===== src/rtl/shift_register_seq.sv =====
// Transmit sequencer for an 8-bit universal shift register: it accepts a word,
// parallel-loads it into the register, then shifts it out as a paced serial stream.
module shift_register_seq #(
   parameter int   WIDTH      = 8,
   parameter int   BIT_CYCLES = 1,
   parameter logic FILL       = 1'b1
) (
   input  logic             clk,
   input  logic             reset,
   input  logic [WIDTH-1:0] in_data,
   input  logic             in_valid,
   output logic             in_ready,
   input  logic             msb_first,
   input  logic             abort,
   input  logic [WIDTH-1:0] sr_o,
   output logic [WIDTH-1:0] sr_i,
   output logic [1:0]       sr_s,
   output logic             sr_r,
   output logic             ser_out,
   output logic             ser_valid,
   output logic             busy,
   output logic             done
);

   // state  | meaning
   // S_IDLE | waiting for a word, in_ready high
   // S_LOAD | one cycle of parallel load into the register
   // S_BIT  | presenting bits, shifting on the last pace cycle of each bit
   // S_DONE | one-cycle completion pulse
   typedef enum logic [1:0] {S_IDLE, S_LOAD, S_BIT, S_DONE} state_t;

   localparam int PW = (BIT_CYCLES > 1) ? $clog2(BIT_CYCLES) : 1;
   localparam int BW = $clog2(WIDTH + 1);

   state_t           state_q, state_d;
   logic [WIDTH-1:0] data_q, data_d;
   logic             dir_q, dir_d;
   logic [PW-1:0]    pace_q, pace_d;
   logic [BW-1:0]    bit_q, bit_d;
   logic             last_pace;
   logic             unused_sr;

   assign last_pace = (pace_q == PW'(BIT_CYCLES - 1));

   always_ff @(posedge clk) begin
      if (!reset) begin
         state_q <= S_IDLE;
         data_q  <= '0;
         dir_q   <= 1'b0;
         pace_q  <= '0;
         bit_q   <= '0;
      end else begin
         state_q <= state_d;
         data_q  <= data_d;
         dir_q   <= dir_d;
         pace_q  <= pace_d;
         bit_q   <= bit_d;
      end
   end

   always_comb begin
      state_d = state_q;
      data_d  = data_q;
      dir_d   = dir_q;
      pace_d  = pace_q;
      bit_d   = bit_q;
      sr_s    = 2'b00;
      case (state_q)
         S_IDLE: begin
            if (in_valid) begin
               state_d = S_LOAD;
               data_d  = in_data;
               dir_d   = msb_first;
               pace_d  = '0;
               bit_d   = '0;
            end
         end
         S_LOAD: begin
            if (abort) begin
               state_d = S_IDLE;
            end else begin
               sr_s    = 2'b11;
               state_d = S_BIT;
            end
         end
         S_BIT: begin
            // abort also beats the shift on the final bit, so no done is issued
            if (abort) begin
               state_d = S_IDLE;
            end else if (last_pace) begin
               sr_s   = dir_q ? 2'b10 : 2'b01;
               pace_d = '0;
               bit_d  = bit_q + 1'b1;
               if (bit_q == BW'(WIDTH - 1)) begin
                  state_d = S_DONE;
               end
            end else begin
               pace_d = pace_q + 1'b1;
            end
         end
         S_DONE: begin
            state_d = S_IDLE;
         end
         default: begin
            state_d = S_IDLE;
         end
      endcase
   end

   assign in_ready  = (state_q == S_IDLE);
   assign busy      = (state_q != S_IDLE);
   assign done      = (state_q == S_DONE);
   assign ser_valid = (state_q == S_BIT);
   assign ser_out   = dir_q ? sr_o[WIDTH-1] : sr_o[0];
   assign sr_i      = data_q;
   assign sr_r      = FILL;
   assign unused_sr = ^sr_o[WIDTH-2:1];

endmodule


===== config.mk =====
export PLATFORM = sky130hd
export DESIGN_NAME = shift_register_seq
export DESIGN_NICKNAME = d
export VERILOG_FILES = /design/src/rtl/shift_register_seq.sv
export SDC_FILE = /design/constraint.sdc
export NUM_CORES = 1
export LEC_CHECK = 0
export CORE_MARGIN = 1.5
export CORE_UTILIZATION = 43
export CTS_CLUSTER_DIAMETER = 200
export DETAILED_ROUTE_END_ITERATION = 10
export GPL_TIMING_DRIVEN = 1
export PLACE_DENSITY = 0.87
export SLEW_MARGIN = 15
export SYNTH_ARGS = -nofsm -noshare
export SYNTH_HDL_FRONTEND = slang
export SYNTH_SLANG_ARGS = --single-unit

===== constraint.sdc =====
create_clock -name clk -period 3.3 [get_ports clk]
set_input_delay 0.33 -clock clk [delete_from_list [all_inputs] [get_ports clk]]
set_output_delay 0.33 -clock clk [all_outputs]
set_load 0.01 [all_outputs]

==> flow_summary.toml <==
[critical_path]
cpLargestDelayFamily = "buffers and inverters"
cp_max_fo = 13
worst-path-buf-inv = 3
crit_slowest_cell = "clkdlybuf4s50_1"
critPathCaptureType = "output port"
cp_slowest_stage_delay_ns = 0.54
r2r_cells = 5
worst-path-stages = 4
cp_common_cell = "inv_1"
crit_type = "reg -> out"
critPathLaunchType = "flop"
cp_cell_sequence = "inv_1, ha_1, inv_1, clkdlybuf4s50_1"
arrival_ns = 1.89
crit_required_ns = 2.97

[timing]
report.final.slew_viol_count = 0
max_freq_mhz = 449.7
period_needed_ns = 2.224
fin_tns_setup_ns = 0
setup_viol = 0
worst-slew-pin-transition_ns = 0.5282
slew_headroom_pct = 63.78
finalCritPeriodShare_pct = 67.39
hold_viol = 0
fin_skew_ns = 0.009605
grt_setup_unrepaired = "false"
fin_ws_ns = 1.076

[placement]
dp.final_hpwl_mm = 1.377
placed_cell_area_um2 = 1107
post-place-ws_ns = 1.188
port_buffers = 29
gp_congestion = 0.8518

[hold_path]
min_path_cells = 2
hold_path_class = "reg -> reg"

[yosys]
synth-simple-area-share_pct = 22.85
yosys.area.top_type = "dfxtp_1"
synthCells = 94
async_flop_share_pct = 0
synthXorXnorAreaFrac_pct = 0
synth_compound_area_share_pct = 21.01
avgSynthCellArea_um2 = 8.679
yosys-top-cells-area = "dfxtp_1 (37%), ha_1 (11%), a21boi_1 (7.4%)"
post_synth_fa_ha_maj_area_fraction_pct = 10.74
synth.area.mux_share_pct = 2.607
synth.most_common_cell = "dfxtp_1"
synth_edf_count = 0
synth_top_family_by_area = "simple AND/OR/NAND/NOR gates"
synth-main-ff-cell = "dfxtp_1"
synth_warnings = 0
synth.distinct_cells = 32
netlist.area_leader.share_pct = 36.81
synth-seq-cells = 15
syn_nets = 122
synth_common_cells = "dfxtp_1 (15), nand2_1 (14), nand3_1 (10)"
seq_area_frac_synth_pct = 36.81
synth.cell_area_um2 = 815.8

[run_status]
status = "finished clean"

[power]
ir_drop_mv = 0.2557
power.internal_uw = 296.4
powerDensity_nw_per_um2 = 375.2
leakage_nw = 0.4207
clkPwrFrac_pct = 27.5
switching_share_pct = 30.53
seqPwrFrac_pct = 46.5
combPwrFrac_pct = 26.0
p_sw_uw = 130.3

[route]
drtIter0Drc = 10
drt_wl_total_mm = 1.876
viasPerCell = 5.245
ant_nets = 0
drc = 0
wire_per_inst_um = 12.76
vias = 771
dr.pass1.iters = 4

[grt]
grt_max_degree = 18
grt_overflow_total = 0
grt_pass1_vias = 714
antenna_found_initial = 0
grt_usage_pct = 19.62
grt_first_pass_wirelength_mm = 3.029

[cells_and_area]
drive_gt1_share_pct = 4.918
design_area_um2 = 1137
fillers = 152
nets = 151
diodes = 0
area_growth_syn_to_layout_pct = 39.42

[clock_tree]
cts.sinks = 15
clock_path_buffers = 2
cts_buffers = 3
htree_num_levels = 1
clkTransAtPathRegs_ns = 0.11
root_buffer = "clkbuf_4"
cts_resized = 0
hold_buffers = 0
cts_tree = "done"
clock_latency_ns = 0.30
post-cts-setup-buffers = 0

[die]
coreArea_um2 = 1745
fp.dieW_um = 46.56
start_util_pct = 46.74
die-area_um2 = 2167
rows = 15
pin_count = 37
die_y_um = 46.56

[run]
max_cap_violations = 0
## cells in the final DEF (no fill, tap or decap), drive strengths merged
cell	Yosys	layout
clkdlybuf4s50	0	29
dfxtp	15	15
nand2	14	14
a21boi	12	12
nand3	10	10
ha	7	7
inv	4	4
nor2	3	3
clkbuf	2	3
a21oi	2	2
o21ai	2	2
nor2b	2	2
o2bb2ai	2	2
nand2b	1	1
mux2	1	1
mux2i	1	1
or4b	1	1
and2	1	1
nand3b	1	1
a2bb2oi	1	1
o221a	1	1
a2111oi	1	1
or2b	1	1
nor4	1	1
a211oi	1	1
or4	1	1
o31ai	1	1
or3	1	1
conb	1	1
clkinvlp	0	1
## power groups by stage
stage | sequential, mW | clock (mW) | combinational [mW]
finish | 0.198 | 0.117 | 0.111
global route | 0.200 | 0.125 | 0.121
CTS | 0.198 | 0.118 | 0.111
detailed placement | 0.203 | 0 | 0.110
global placement | 0.202 | 0 | 0.107
floorplan | 0.205 | 0 | 0.0533
## final timing paths
kind	endpoint	startpoint	slack, ns
worst max-delay path	busy	state_q[1]	1.08
worst min-delay path	sr_i[3]	sr_i[3]	0.47
worst max register to register	bit_q[0]	state_q[0]	1.60
worst min register to register	sr_i[3]	sr_i[3]	0.47
## stage by stage
| stage | hold slack, ns | total power, mW | util (%) | std cells |
|---|---|---|---|---|
| 6_report | 0.4653 | 0.4267 | 65.16 | 147 |
| 3_3_place_gp | 0.4420 | 0.3085 | 63.44 | 143 |
| 3_5_place_dp | 0.4522 | 0.3129 | 63.44 | 143 |
| 5_1_grt | 0.4876 | 0.4465 | 65.16 | 147 |
| 2_1_floorplan | 0.4339 | 0.2582 | - | 94 |
| 4_1_cts | 0.4675 | 0.4274 | 65.16 | 147 |
## worst min-delay path, stage by stage (launching register included)
cell      delay [ns]
dfxtp_1         0.33
nand2_1         0.05
a21boi_1        0.05
## per-layer routing
layer	vias to the layer above	track usage (%)	routed length, µm
met5	-	0	0
met4	0	6.857	19
met3	3	6.667	141
met2	26	31.11	899
met1	359	24.53	816
li1	383	-	-
## registers in the layout, indices dropped and copies added, names as in the netlist
register / count
dir_q: 1
state_q: 2
sr_i: 8
bit_q: 4
## logic make-up after synthesis
logic type	after synthesis
buffers and inverters	9
other	1
multiplexers	2
flip-flops	15
AND/OR/NAND/NOR	37
AO/OA/AOI/OAI	23
adder cells (fa/ha/maj)	7
## cell type report
type	instances	area, µm²	area share [%]
clock buffer	3	22.52	1.980
clock inverter	1	7.507	0.6601
inverter	4	15.01	1.320
multi-input combinational	70	470.5	41.36
sequential	15	300.3	26.40
tap	25	31.28	2.750
timing repair buffer	29	290.3	25.52
(Power assumes the default switching activity.)
